$ cat src/rtl/recfntorawfn_mixed.sv
// Two-stage unpacker from a recoded container float to raw fields, with per-word mid/full precision.
// Mid-precision words are checked for exact mid representability and their exponent is rebiased back to mid.
module recfntorawfn_mixed #(
    parameter int midExpWidth = 8,
    parameter int midSigWidth = 24,
    parameter int outExpWidth = 11,
    parameter int outSigWidth = 53
) (
    input  logic                              clock,
    input  logic                              reset,
    input  logic                              in_valid,
    output logic                              in_ready,
    input  logic                              in_precision,
    input  logic [outExpWidth+outSigWidth:0]  in_rec,
    output logic                              out_valid,
    input  logic                              out_ready,
    output logic                              out_precision,
    output logic                              out_isNaN,
    output logic                              out_isSigNaN,
    output logic                              out_isInf,
    output logic                              out_isZero,
    output logic                              out_sign,
    output logic [outExpWidth+1:0]            out_sExp,
    output logic [outSigWidth:0]              out_sig,
    output logic                              out_notMid
);
    localparam int REC_W    = outExpWidth + outSigWidth + 1;
    localparam int EXP_W    = outExpWidth + 2;
    localparam int PAD_W    = outSigWidth - midSigWidth;
    localparam int BIAS_ADJ = (1 << outExpWidth) - (1 << midExpWidth);

    localparam logic signed [EXP_W-1:0] M_MIN      = EXP_W'((1 << (midExpWidth - 1)) + 3 - midSigWidth);
    localparam logic signed [EXP_W-1:0] M_MAX      = EXP_W'((3 << (midExpWidth - 1)) - 1);
    localparam logic        [EXP_W-1:0] EXP_INF    = EXP_W'(3 << (midExpWidth - 1));
    localparam logic        [EXP_W-1:0] EXP_NAN    = EXP_W'(7 << (midExpWidth - 2));
    localparam logic        [EXP_W-1:0] BIAS_ADJ_V = EXP_W'(BIAS_ADJ);

    logic             armed;
    logic             v1;
    logic             v2;
    logic             en1;
    logic             en2;
    logic             p1;
    logic [REC_W-1:0] rec1;

    assign en2       = !v2 || out_ready;
    assign en1       = !v1 || en2;
    assign in_ready  = armed && en1;
    assign out_valid = v2;

    logic                      sign1;
    logic [outExpWidth:0]      e1;
    logic [outSigWidth-2:0]    f1;
    logic [2:0]                c1;
    logic signed [EXP_W-1:0]   m1;
    logic                      mid_ok;

    assign sign1  = rec1[REC_W-1];
    assign e1     = rec1[REC_W-2 -: outExpWidth+1];
    assign f1     = rec1[outSigWidth-2:0];
    assign c1     = e1[outExpWidth -: 3];
    // Exponent math at EXP_W signed bits so the range test cannot wrap.
    assign m1     = $signed({1'b0, e1}) - $signed(BIAS_ADJ_V);
    assign mid_ok = (f1[PAD_W-1:0] == '0) && (m1 >= M_MIN) && (m1 <= M_MAX);

    logic                   d_nan;
    logic                   d_snan;
    logic                   d_inf;
    logic                   d_zero;
    logic                   d_sign;
    logic [EXP_W-1:0]       d_sexp;
    logic [outSigWidth:0]   d_sig;
    logic                   d_notmid;

    always_comb begin
        d_zero   = (c1 == 3'b000);
        d_inf    = (c1 == 3'b110);
        d_nan    = (c1 == 3'b111);
        d_snan   = d_nan && !f1[outSigWidth-2];
        d_sign   = sign1;
        d_sig    = {1'b0, !d_zero, f1};
        d_sexp   = {1'b0, e1};
        d_notmid = 1'b0;
        if (!p1) begin
            if (d_zero) begin
                d_sexp = '0;
            end else if (d_inf) begin
                d_sexp = EXP_INF;
            end else if (d_nan) begin
                d_sexp = EXP_NAN;
            end else if (mid_ok) begin
                d_sexp = m1;
            end else begin
                // Not mid-representable: replace with the canonical quiet NaN and flag it.
                d_nan    = 1'b1;
                d_snan   = 1'b0;
                d_sign   = 1'b0;
                d_sexp   = EXP_NAN;
                d_sig    = {2'b01, 1'b1, {(outSigWidth-2){1'b0}}};
                d_notmid = 1'b1;
            end
        end
    end

    always_ff @(posedge clock or posedge reset) begin
        if (reset) begin
            armed         <= 1'b0;
            v1            <= 1'b0;
            v2            <= 1'b0;
            p1            <= 1'b0;
            rec1          <= '0;
            out_precision <= 1'b0;
            out_isNaN     <= 1'b0;
            out_isSigNaN  <= 1'b0;
            out_isInf     <= 1'b0;
            out_isZero    <= 1'b0;
            out_sign      <= 1'b0;
            out_sExp      <= '0;
            out_sig       <= '0;
            out_notMid    <= 1'b0;
        end else begin
            armed <= 1'b1;
            if (en1) begin
                v1 <= in_valid && in_ready;
                if (in_valid && in_ready) begin
                    p1   <= in_precision;
                    rec1 <= in_rec;
                end
            end
            if (en2) begin
                v2 <= v1;
                if (v1) begin
                    out_precision <= p1;
                    out_isNaN     <= d_nan;
                    out_isSigNaN  <= d_snan;
                    out_isInf     <= d_inf;
                    out_isZero    <= d_zero;
                    out_sign      <= d_sign;
                    out_sExp      <= d_sexp;
                    out_sig       <= d_sig;
                    out_notMid    <= d_notmid;
                end
            end
        end
    end
endmodule

$ cat config.mk
export PLATFORM = sky130hd
export DESIGN_NAME = recfntorawfn_mixed
export DESIGN_NICKNAME = d
export VERILOG_FILES = /design/src/rtl/recfntorawfn_mixed.sv
export SDC_FILE = /design/constraint.sdc
export NUM_CORES = 1
export LEC_CHECK = 0
export CORE_MARGIN = 1.5
export CORE_UTILIZATION = 35
export DETAILED_ROUTE_END_ITERATION = 6
export SYNTH_ARGS = -nofsm -noshare
export SYNTH_HDL_FRONTEND = slang
export SYNTH_SLANG_ARGS = --single-unit
$ cat constraint.sdc
create_clock -name clock -period 10.45 [get_ports clock]
set_input_delay 2.09 -clock clock [delete_from_list [all_inputs] [get_ports clock]]
set_output_delay 2.09 -clock clock [all_outputs]
set_load 0.02 [all_outputs]
==> results.yml, run 1 <==
die:
  num_rows: 47
  floorplan.io_pins: 146
  die_width_um: 132
  core_mm2: 0.0165
  die_h_um: 132
  initial_core_utilization_pct: 35.6
  design.die.area_mm2: 0.0175
grt:
  global_route.overflow_total: 0
  grt_pass1_wl_mm: 23.5
  groute.usage.overall_pct: 17.1
  gr-usage-met2_pct: 27.7
  number_of_antenna_violations_at_the_first_check_in_global_routing: 0
  grt_max_degree: 74
  global_routing_s_busiest_layer: "met2"
  global_route.usage.met1_pct: 21.8
  global_route.usage.met3_pct: 5.56
  grt_pass1_vias: 4405
clocking:
  cts.sinks: 142
  clock_insertion_delay_worst_skew_ns: 0.42
  clk_transition_reported_paths_ns: 0.06
  ctsRootBufferMaster: "clkbuf_16"
  cts_max_level: 4
  tritoncts: "yes"
  hold_fix_buffer_count_after_cts: 0
  cts-root-to-sink-buffers: 2
  cts_setup_buffers: 0
  number_of_buffers_created_by_cts: 17
  cts_resized: 0
critical_path:
  timing.setup.critical_path_class: "in -> out"
  cp_max_fo: 2
  startpoint_type: "input port"
  critPathArrivalTime_ns: 3.57
  r2r_setup_slack_ns: 7.60
  critPathCaptureType: "output port"
  crit_required_ns: 8.36
layout:
  fillers: 1476
  post_route_cells_drive_above_1_share_pct: 17.4
  nets: 715
  utilization_pct: 48.6
  diodes: 0
  area_growth_pct: 36.6
  area.sequential_mm2: 0.00355
  multiInputGateArea_mm2: 0.00211
timing:
  post-route-min-period_ns: 5.66
  finalCritPeriodShare_pct: 54.2
  totalNegativeSetupSlack_ns: 0
  timing.max_slew.rel_slack_pct: 27.8
  max_slew_violation_total_from_the_final_report: 0
  final.setup_skew_ns: 0.0106
  worstMarginPinSlew_ns: 1.08
  rsz0062_at_grt: "no"
  report.final.hold_viol_count: 0
  max_freq_mhz: 177
  finalSetupViolations: 0
yosys:
  yosys_most_used_dff: "dfrtp_1"
  synth.net_count: 584
  synth_edf_count: 0
  synthTopCellsByArea: "dfrtp_1 (61%), mux2_2 (13%), nand2_1 (8.3%), a21oi_1 (4.0%), clkbuf_1 (1.6%)"
  synth.distinct_cells: 44
  synth.ff_latch_count: 142
  synthesis.instances: 512
  yosysTopAreaCell: "dfrtp_1"
  asyncSetResetFlopFracSynth_pct: 100
  synth_warnings: 0
  cell_area_after_technology_mapping_mm2: 0.00586
  ys_seq_area_share_pct: 60.6
  synth.avg_cell_area_um2: 11.4
  yosys.area.top_type_share_pct: 60.6
status:
  outcome: "completed"
power_and_ir_drop:
  p_leak_nw: 3.36
  power_density_mw_per_mm2: 231
  irDropWorstVdd_uv: 127
routing:
  viasPerCell: 4.91
  ant_nets: 0
  detailed_routing_iteration_count_for_the_pre_antenna_repair_pass: 4
  routed_wl_mm: 14.1
  wl_per_cell_um: 16.1
  first_iter_violations: 187
  vias: 4292
  drt_drc_violations_left: 0
run:
  max_cap_viol_count: 0
placed_design:
  place_congestion: 0.735
  detailed_place_hpwl_mm: 8.91
  io_buffers: 144
min_path:
  hp-class: "reg -> reg"
-- sequential cells by signal (all words and copies together) (netlist names) --
name	cells
v1	1
out_sig	53
armed	1
rec1	65
out_isNaN	1
out_precision	1
out_isSigNaN	1
p1	1
out_sExp	13
out_sign	1
out_isInf	1
out_notMid	1
out_valid	1
out_isZero	1
-- cell usage after synthesis (3+ instances only) --
| master | n |
|---|---|
| buf_2 | 3 |
| mux2_2 | 66 |
| nor3_1 | 3 |
| a22oi_1 | 6 |
| clkbuf_1 | 25 |
| o31ai_1 | 9 |
| inv_1 | 4 |
| nand3_1 | 3 |
| nand3b_1 | 4 |
| nand2b_1 | 3 |
| nor2_1 | 6 |
| and3_1 | 3 |
| nor4_1 | 5 |
| and2_1 | 3 |
| dfrtp_1 | 142 |
| a21oi_2 | 10 |
| nand2_1 | 129 |
| buf_6 | 7 |
| a21oi_1 | 47 |
-- per-layer routing --
| metal | wire length (µm) | part of all wire, % |
|---|---|---|
| met1 | 6270 | 44 |
| met5 | 0 | 0 |
| met2 | 6900 | 49 |
| met4 | 126 | 0.89 |
| met3 | 820 | 5.8 |
-- where the power goes --
part	switching (mW)	internal, mW
registers	0.0846	0.672
clock network	0.218	0.375
logic	0.246	0.251
total	0.549	1.30
-- worst max-delay path, stage by stage --
cell	delay (ns)
clkdlybuf4s50_1	0.47
nand3b_1	0.12
and2_1	0.24
clkdlybuf4s50_1	0.64
-- stage by stage --
step | instances | hold slack (ns) | cell area (µm²) | setup WS (ns) | power [mW]
2_1_floorplan | 512 | 0.451 | 5860 | 4.55 | 1.02
5_1_grt | 875 | 0.502 | 8010 | 4.73 | 1.94
6_report | 875 | 0.474 | 8010 | 4.79 | 1.85
4_1_cts | 875 | 0.484 | 8010 | 4.76 | 1.87
3_3_place_gp | 844 | 0.456 | 7430 | 4.77 | 1.25
3_5_place_dp | 844 | 0.472 | 7430 | 4.78 | 1.27
-- path summary, 6_finish.rpt --
kind                                   start  depth (start not counted)      endpoint
worst max-delay path               out_ready                          4      in_ready
worst min-delay path            out_sExp[10]                          2  out_sExp[10]
worst min register to register  out_sExp[10]                          2  out_sExp[10]
max in group asynchronous              reset                          3       rec1[3]
worst max register to register      rec1[61]                          7    out_sig[8]
min in group asynchronous              reset                          2      rec1[35]
-- cells by family after synthesis --
logic type	synth area share, %
and+or+nand+nor	12.1
AOI/OAI and AO/OA	10.3
other	0.128
DFF	60.6
xor gates and xnor gates	0.149
muxes	12.7
buffers and inverters	3.59
adders and majority gates	0.427
-- layout by cell type (no fill, tap or decap), types with 3 or more instances in the layout --
master | netlist | final
dfrtp_1 | 142 | 142
nand3b_1 | 4 | 4
clkbuf_8 | 0 | 4
clkdlybuf4s50_1 | 0 | 144
mux2_2 | 66 | 66
clkbuf_16 | 0 | 17
nand2b_1 | 3 | 3
a22oi_1 | 6 | 6
nand3_1 | 3 | 3
a21oi_1 | 47 | 47
nor3_1 | 3 | 3
buf_4 | 1 | 4
inv_1 | 4 | 3
clkbuf_1 | 25 | 5
nor4_1 | 5 | 5
a21oi_2 | 10 | 10
o31ai_1 | 9 | 9
nand2_1 | 129 | 127
nor2_1 | 6 | 6
and3_1 | 3 | 3
-- cell type report --
type	count	area share, %
Timing Repair Buffer	148	18.4
Tap cell	220	3.44
Sequential cell	142	44.4
Clock inverter	5	1.00
Inverter	4	0.250
Multi-Input combinational cell	330	26.4
Clock buffer	26	6.23
Power figures use the tool's default switching activity.
==> inputs of run 2 (changes only) <==
clock period = 4.8 ns   (was 10.45 ns; I/O delays follow)
==> run 2 against run 1 <==
Clock power is 150% higher; sequential power grew 120%; non-clock buffer count is 2 higher; design area grew 1.2%; global-route usage is 0.18 points lower; sequential share of layout area is 0.53 points lower; critical path depth did not move; critical path type unchanged; largest power group unchanged.
==> results.yml, run 2 (same netlist as run 1, synthesis figures left out) <==
die:
  floorplan.io_pins: 146
  core_mm2: 0.0165
  design.die.area_mm2: 0.0175
  num_rows: 47
  die_width_um: 132
  die_h_um: 132
  initial_core_utilization_pct: 35.6
routing:
  ant_nets: 0
  vias: 4297
  wl_per_cell_um: 16.1
  first_iter_violations: 211
  detailed_routing_iteration_count_for_the_pre_antenna_repair_pass: 4
  viasPerCell: 4.90
  routed_wl_mm: 14.1
  drt_drc_violations_left: 0
critical_path:
  timing.setup.critical_path_class: "in -> out"
  r2r_setup_slack_ns: 1.75
  crit_required_ns: 3.84
  startpoint_type: "input port"
  critPathCaptureType: "output port"
  critPathArrivalTime_ns: 2.46
  regToRegEndpoint: "out_sig[31]"
  r2r_cells: 7
  cp_max_fo: 2
  regToRegStartpoint: "rec1[61]"
grt:
  grt_pass1_vias: 4450
  grt_pass1_wl_mm: 23.2
  groute.usage.overall_pct: 16.9
  grt_max_degree: 92
  number_of_antenna_violations_at_the_first_check_in_global_routing: 0
  global_route.overflow_total: 0
clocking:
  tritoncts: "yes"
  cts_max_level: 4
  clock_insertion_delay_worst_skew_ns: 0.42
  ctsRootBufferMaster: "clkbuf_16"
  clk_transition_reported_paths_ns: 0.06
  hold_fix_buffer_count_after_cts: 0
  cts_resized: 0
  cts_setup_buffers: 0
  cts.sinks: 142
  number_of_buffers_created_by_cts: 17
  cts-root-to-sink-buffers: 2
layout:
  final_common_cell: "clkdlybuf4s50_1"
  largest_reg_flops: 65
  reg_top3: "rec1: 65 flops, out_sig: 53 flops, out_sExp: 13 flops"
  final-instance-count-excl-fill: 877
  finalInstanceArea_mm2: 0.00811
  post_route_cells_drive_above_1_share_pct: 18.4
  top_register: "rec1"
  nets: 717
  layout_common_cells: "clkdlybuf4s50_1 (144), dfrtp_1 (142), nand2_1 (127)"
  diodes: 0
  area_growth_pct: 38.3
min_path:
  worst_hold_endpoint: "out_sExp[10]"
  worst_hold_path.num_cells: 2
  hp-class: "reg -> reg"
  worst_hold_startpoint: "out_sExp[10]"
power_and_ir_drop:
  irDropWorstVdd_uv: 343
  design_power_total_mw: 4.20
  power_density_mw_per_mm2: 518
  p_leak_nw: 3.42
timing:
  final.setup_skew_ns: 0.0110
  max_freq_mhz: 292
  post-route-min-period_ns: 3.42
  report.final.hold_viol_count: 0
  timing.max_slew.rel_slack_pct: 31.5
  totalNegativeSetupSlack_ns: 0
  finalCritPeriodShare_pct: 71.3
  finalSetupViolations: 0
  rsz0062_at_grt: "no"
  max_slew_violation_total_from_the_final_report: 0
  worstMarginPinSlew_ns: 1.03
run:
  max_cap_viol_count: 0
status:
  outcome: "completed"
placed_design:
  detailed_place_hpwl_mm: 9.33
  place_congestion: 0.751
  place.detailed.instances: 846
  placement.cell_area_mm2: 0.00745
  io_buffers: 144
[run 2: per-layer routing]
layer | up-vias | GRT usage, % | part of all wire (%)
met5 | - | 0 | 0
met1 | 2143 | 21.4 | 44
met3 | 12 | 5.56 | 6.1
met4 | 0 | 5.37 | 0.90
li1 | 2019 | - | -
met2 | 123 | 27.5 | 49
[run 2: worst max-delay path by stage]
stage                     startpoint       end  depth (start not counted)
after global placement     out_ready  in_ready                          4
after CTS                  out_ready  in_ready                          4
final                      out_ready  in_ready                          4
after floorplan                reset     armed                          1
after detailed placement   out_ready  in_ready                          4
after global routing       out_ready  in_ready                          4
[run 2: layout make-up]
class / count / area [µm²]
clock buffer: 19 / 453
clock inverter: 12 / 208
fill: 1502 / 8360
inverter: 4 / 20.0
multi-input combinational: 330 / 2110
sequential: 142 / 3550
tap: 220 / 275
timing repair buffer: 150 / 1490
[run 2: power breakdown]
part	internal, mW	switching (mW)	total, mW	leakage (nW)
Combinational	0.547	0.535	1.08	1.36
Sequential	1.46	0.188	1.65	1.74
Clock	0.954	0.512	1.47	0.324
[run 2: per-stage QoR]
step	setup WS [ns]	util (%)	hold WS [ns]
floorplan	0.0304	-	0.451
global placement	1.37	45.2	0.457
detailed placement	1.37	45.2	0.464
CTS	1.36	49.2	0.478
global route	1.34	49.2	0.504
finish	1.38	49.2	0.473
[run 2: critical path: stages]
cell and delay [ns]:
clkdlybuf4s50_1 0.48, nand3b_1 0.15, and2_1 0.24, clkdlybuf4s50_1 0.64
